===== src/rtl/dff_clk_switch_n.sv =====
`timescale 1ns/1ps
`default_nettype none
// +--------------------------------------------------------------------------+
// | Module   : dff_clk_switch_n                                              |
// | Brief    : Glitch-free selector over N_CH power-of-two divided clocks.   |
// |            A free-running counter supplies channel phases; a switch      |
// |            drains the current channel low, parks, then restarts on the   |
// |            target channel only at a phase boundary.                      |
// | Revision : 1.0 - initial release                                         |
// +--------------------------------------------------------------------------+
module dff_clk_switch_n #(
  parameter int N_CH    = 4,
  parameter int SEL_W   = 2,
  parameter int RST_SEL = 0
) (
  input  logic             clk,
  input  logic             rst_n,
  input  logic [SEL_W-1:0] select,
  output logic             clk_out,
  output logic [SEL_W-1:0] cur_sel,
  output logic             busy,
  output logic             sw_done,
  output logic             sel_err
);

  localparam logic [1:0]       c_st_run   = 2'd0;
  localparam logic [1:0]       c_st_drain = 2'd1;
  localparam logic [1:0]       c_st_park  = 2'd2;
  localparam logic [SEL_W:0]   c_n_ch     = (SEL_W+1)'(N_CH);
  localparam logic [SEL_W-1:0] c_rst_sel  = SEL_W'(RST_SEL);
  localparam logic [N_CH-1:0]  c_cnt_one  = N_CH'(1);

  logic [N_CH-1:0]  r_cnt;
  logic [1:0]       r_state;
  logic [SEL_W-1:0] r_cur_sel;
  logic [SEL_W-1:0] r_tgt;
  logic             r_park_hold;
  logic             r_clk_out;
  logic             r_sw_done;
  logic             r_sel_err;

  logic             w_cur_ph;
  logic             w_tgt_ph;
  logic             w_sel_valid;
  logic             w_sel_new;

  // Free-running divider counter; bit i is the phase of channel i.
  always_ff @(posedge clk) begin
    if (!rst_n) begin
      r_cnt <= '0;
    end else begin
      r_cnt <= r_cnt + c_cnt_one;
    end
  end

  // Pick the phase bits of the active and target channels without
  // indexing past the counter width.
  always_comb begin
    w_cur_ph = 1'b0;
    w_tgt_ph = 1'b0;
    for (int i = 0; i < N_CH; i++) begin
      if (r_cur_sel == SEL_W'(i)) w_cur_ph = r_cnt[i];
      if (r_tgt == SEL_W'(i))     w_tgt_ph = r_cnt[i];
    end
  end

  assign w_sel_valid = ({1'b0, select} < c_n_ch);
  assign w_sel_new   = w_sel_valid && (select != r_cur_sel);

  // Switch sequencer: follow the active phase in RUN, let the current high
  // half finish in DRAIN, hold low in PARK until the target phase is low.
  always_ff @(posedge clk) begin
    if (!rst_n) begin
      r_state     <= c_st_run;
      r_cur_sel   <= c_rst_sel;
      r_tgt       <= c_rst_sel;
      r_park_hold <= 1'b0;
      r_clk_out   <= 1'b0;
      r_sw_done   <= 1'b0;
      r_sel_err   <= 1'b0;
    end else begin
      r_sw_done <= 1'b0;
      r_sel_err <= 1'b0;
      case (r_state)
        c_st_run: begin
          r_clk_out <= w_cur_ph;
          if (!w_sel_valid) begin
            r_sel_err <= 1'b1;
          end else if (w_sel_new) begin
            r_tgt   <= select;
            r_state <= c_st_drain;
          end
        end
        c_st_drain: begin
          // Leaving only on a low phase keeps every high pulse full length.
          r_clk_out <= w_cur_ph;
          if (!w_cur_ph) begin
            r_state     <= c_st_park;
            r_park_hold <= 1'b1;
          end
        end
        c_st_park: begin
          r_clk_out <= 1'b0;
          // The first PARK cycle is always spent low to guarantee a gap.
          if (r_park_hold) begin
            r_park_hold <= 1'b0;
          end else if (!w_tgt_ph) begin
            r_cur_sel <= r_tgt;
            r_state   <= c_st_run;
            r_sw_done <= 1'b1;
          end
        end
        default: begin
          r_state   <= c_st_run;
          r_clk_out <= 1'b0;
        end
      endcase
    end
  end

  assign clk_out = r_clk_out;
  assign cur_sel = r_cur_sel;
  assign busy    = (r_state != c_st_run);
  assign sw_done = r_sw_done;
  assign sel_err = r_sel_err;

endmodule
`default_nettype wire


===== config.mk =====
export PLATFORM = sky130hd
export DESIGN_NAME = dff_clk_switch_n
export DESIGN_NICKNAME = d
export VERILOG_FILES = /design/src/rtl/dff_clk_switch_n.sv
export SDC_FILE = /design/constraint.sdc
export NUM_CORES = 1
export LEC_CHECK = 0
export CAP_MARGIN = 15
export CORE_MARGIN = 2
export CORE_UTILIZATION = 44
export DETAILED_ROUTE_END_ITERATION = 16
export GPL_TIMING_DRIVEN = 0
export PLACE_DENSITY = 0.75
export REMOVE_ABC_BUFFERS = 1
export SLEW_MARGIN = 40
export SYNTH_ARGS = -nofsm -noshare
export SYNTH_HDL_FRONTEND = slang
export SYNTH_SLANG_ARGS = --single-unit

===== constraint.sdc =====
create_clock -name clk -period 1.3 [get_ports clk]
set_input_delay 0.195 -clock clk [delete_from_list [all_inputs] [get_ports clk]]
set_output_delay 0.195 -clock clk [all_outputs]
set_load 0.01 [all_outputs]

==> results.json <==
{
  "global_route_wire_length_before_repair_um": 1660,
  "final_clock_period_utilization_by_the_worst_path_pct": 98.2,
  "outcome": "complete, no violations",
  "layout.core_utilization_pct": 57.9,
  "design.core.area_um2": 1300,
  "die_width_um": 41.4,
  "ff_latch_area_um2": 272,
  "cts.clk_slew.worst_paths_ps": 70,
  "vdd_drop_max_uv": 683,
  "cts_tree": "yes",
  "stdcell_area_um2": 753,
  "max_freq_ghz": 0.783,
  "cts-htree-levels": 1,
  "layout-drive-gt1-share_pct": 23.7,
  "finalHoldViolCount": 0,
  "final-max-slew-violation-count": 0,
  "timing.setup.tns_ps": 0,
  "cts.sinks": 13,
  "average_via_count_per_standard_cell": 5.51,
  "drv_cap": 0,
  "rsz0062_at_grt": "true",
  "cts-root-to-sink-buffers": 2,
  "p_per_area_nw_per_um2": 1210,
  "report.final.setup_viol": 0,
  "port_buffers": 8,
  "syn_area_per_cell_um2": 9.60,
  "detailedRoute.firstPassIterationCount": 4,
  "place.detailed.instances": 85,
  "number_of_standard_cells_after_synthesis": 64,
  "io-pin-count": 10,
  "holdBufCountCts": 0,
  "floorplan.die.height_um": 41.4,
  "synth-warning-count": 0,
  "wire_length_per_cell_after_detailed_routing_um": 12.7,
  "holdWs_ps": 502,
  "globalRoute.totalOverflow": 0,
  "use_met2_pct": 18.0,
  "place_hpwl_um": 779,
  "start_kind": "flop",
  "critical_path_class": "reg -> reg",
  "share_of_the_yosys_chip_area_belonging_to_registers_pct": 42.4,
  "finalCriticalPeriod_ps": 1280,
  "clock_tree.root_cell": "clkbuf_4",
  "route.vias.total": 501,
  "fillers": 126,
  "route.antenna.remaining_nets": 0,
  "antenna_found_initial": 0,
  "worstHoldPathType": "reg -> reg",
  "critical_path.max_stage_delay_ps": 560,
  "mostFrequentLayoutCells": "nand2_1 (8), nor2_1 (8), dfxtp_1 (8)",
  "required_ps": 1460,
  "dieArea_um2": 1710,
  "numCtsBuffers": 3,
  "mappedNetlistArea_um2": 614,
  "largest_net_degree_at_the_start_of_global_routing": 11,
  "rows": 13,
  "final_cell_count_no_fill": 91,
  "timing.critical_path.cells": "mux4_2 -> o211ai_2 -> o31ai_2",
  "antenna-diode-count": 0,
  "grt_use_met1_pct": 24.0,
  "layout.nets": 82,
  "crit_path_max_fanout": 4,
  "finalWeightedCongestion": 0.784,
  "cpMaxStageDelayCell": "mux4_2",
  "timing.critical_path.to_type": "flop",
  "drt_drc_violations_left": 0,
  "drtIter0Drc": 14,
  "grt_most_used_layer": "met1",
  "finalClockSkew_ps": 1.87,
  "synth.distinct_cells": 30,
  "drt-total-wl_um": 1160,
  "initial_utilization_pct": 47.2,
  "p_leak_nw": 0.321,
  "grt_pass1_vias": 365,
  "worst_skew_pair.late_latency_ps": 270,
  "crit_arrival_ps": 1430,
  "flow.area_growth_from_synthesis_pct": 22.6,
  "global_route.usage.total_pct": 16.0,
  "synth-seq-cells": 13,
  "detailed_place.area_um2": 702,
  "multi_input_area_um2": 342,
  "grtUsageMet3_pct": 4.79
}
-- layer usage --
layer  vias up  routed length (um)
met3         2                  72
met1       236                 586
met2        13                 489
li1        250                   -
met4         0                  10
met5         -                   0
-- worst max-delay path: cells and delay by family (launching register included) --
| family | cells | cell delay [ps] |
|---|---|---|
| AOI/OAI and AO/OA | 2 | 260 |
| DFF | 1 | 360 |
| muxes | 1 | 560 |
-- area by class of cell --
| cell class | count | area share [%] |
|---|---|---|
| clock buffer | 4 | 3.49 |
| inverter | 1 | 0.498 |
| sequential | 13 | 36.0 |
| timing repair buffer | 10 | 12.1 |
| tap | 15 | 2.49 |
| multi-input combinational | 48 | 45.3 |
-- Yosys cell counts --
master | n | area, um^2
dfxtp_1 | 13 | 260
nand2_1 | 8 | 30.0
nor2_1 | 8 | 30.0
mux2_2 | 3 | 33.8
mux2i_1 | 3 | 30.0
o22ai_1 | 3 | 18.8
xnor2_1 | 3 | 26.3
a21o_1 | 1 | 7.51
a22oi_1 | 1 | 7.51
a31oi_1 | 1 | 6.26
and2_1 | 1 | 6.26
and2b_1 | 1 | 7.51
buf_4 | 1 | 7.51
clkbuf_1 | 1 | 3.75
conb_1 | 1 | 3.75
ha_1 | 1 | 12.5
inv_1 | 1 | 3.75
mux4_2 | 1 | 22.5
nand2b_1 | 1 | 6.26
nand3_1 | 1 | 5.00
nand3b_1 | 1 | 7.51
nor3_1 | 1 | 5.00
o211a_1 | 1 | 10.0
o211ai_2 | 1 | 12.5
o21ai_0 | 1 | 5.00
o2bb2ai_1 | 1 | 8.76
o31ai_2 | 1 | 12.5
or2_2 | 1 | 6.26
or3b_1 | 1 | 8.76
xor2_1 | 1 | 8.76
-- registers in the layout, indices dropped and copies added (netlist names) --
| register | cells |
|---|---|
| r_cnt | 4 |
| sw_done | 1 |
| r_park_hold | 1 |
| clk_out | 1 |
| cur_sel | 2 |
| r_tgt | 2 |
| r_state | 2 |
-- worst paths after layout --
check / start / end / slack [ps] / cells after the start
setup / recovery: r_tgt[0]$_SDFFE_PN0P_ / cur_sel[0]$_SDFFE_PN0P_ / 20 / 3
hold / removal: r_tgt[1]$_SDFFE_PN0P_ / cur_sel[1]$_SDFFE_PN0P_ / 500 / 2
setup reg to reg: r_tgt[0]$_SDFFE_PN0P_ / cur_sel[0]$_SDFFE_PN0P_ / 20 / 3
hold reg to reg: r_tgt[1]$_SDFFE_PN0P_ / cur_sel[1]$_SDFFE_PN0P_ / 500 / 2
-- metrics by stage --
step	worst slack (ps)	power, W
5_1_grt	-2.68	0.000967
6_report	23.3	0.000911
3_3_place_gp	-115	0.000655
2_1_floorplan	-1.48	0.000594
3_5_place_dp	-123	0.000659
4_1_cts	0.660	0.000904
-- logic make-up (layout without fill, tap and decap cells) --
logic type / Yosys count / in the layout / share of synthesized area, %
AND/OR/NAND/NOR: 24 / 24 / 18.3
XOR/XNOR: 4 / 4 / 5.70
AO/OA/AOI/OAI: 11 / 11 / 14.5
buffers and inverters: 3 / 15 / 2.44
other: 1 / 1 / 0.610
multiplexers: 7 / 7 / 14.1
flip-flops: 13 / 13 / 42.4
adder cells (fa/ha/maj): 1 / 1 / 2.04
-- report_power, final --
| group | internal [W] | switching (W) | total [W] |
|---|---|---|---|
| combinational | 0.000107 | 0.0000905 | 0.000198 |
| clock | 0.000119 | 0.000120 | 0.000239 |
| sequential | 0.000435 | 0.0000394 | 0.000474 |
| total | 0.000661 | 0.000250 | 0.000911 |
-- repair_timing --
item,CTS,global route
resized for setup,15,3
buffers inserted,1,1
pin swaps,1,1
cloned,0,0
endpoints found under the setup margin,7,3
Note: power is estimated with default switching activity, not from simulation.
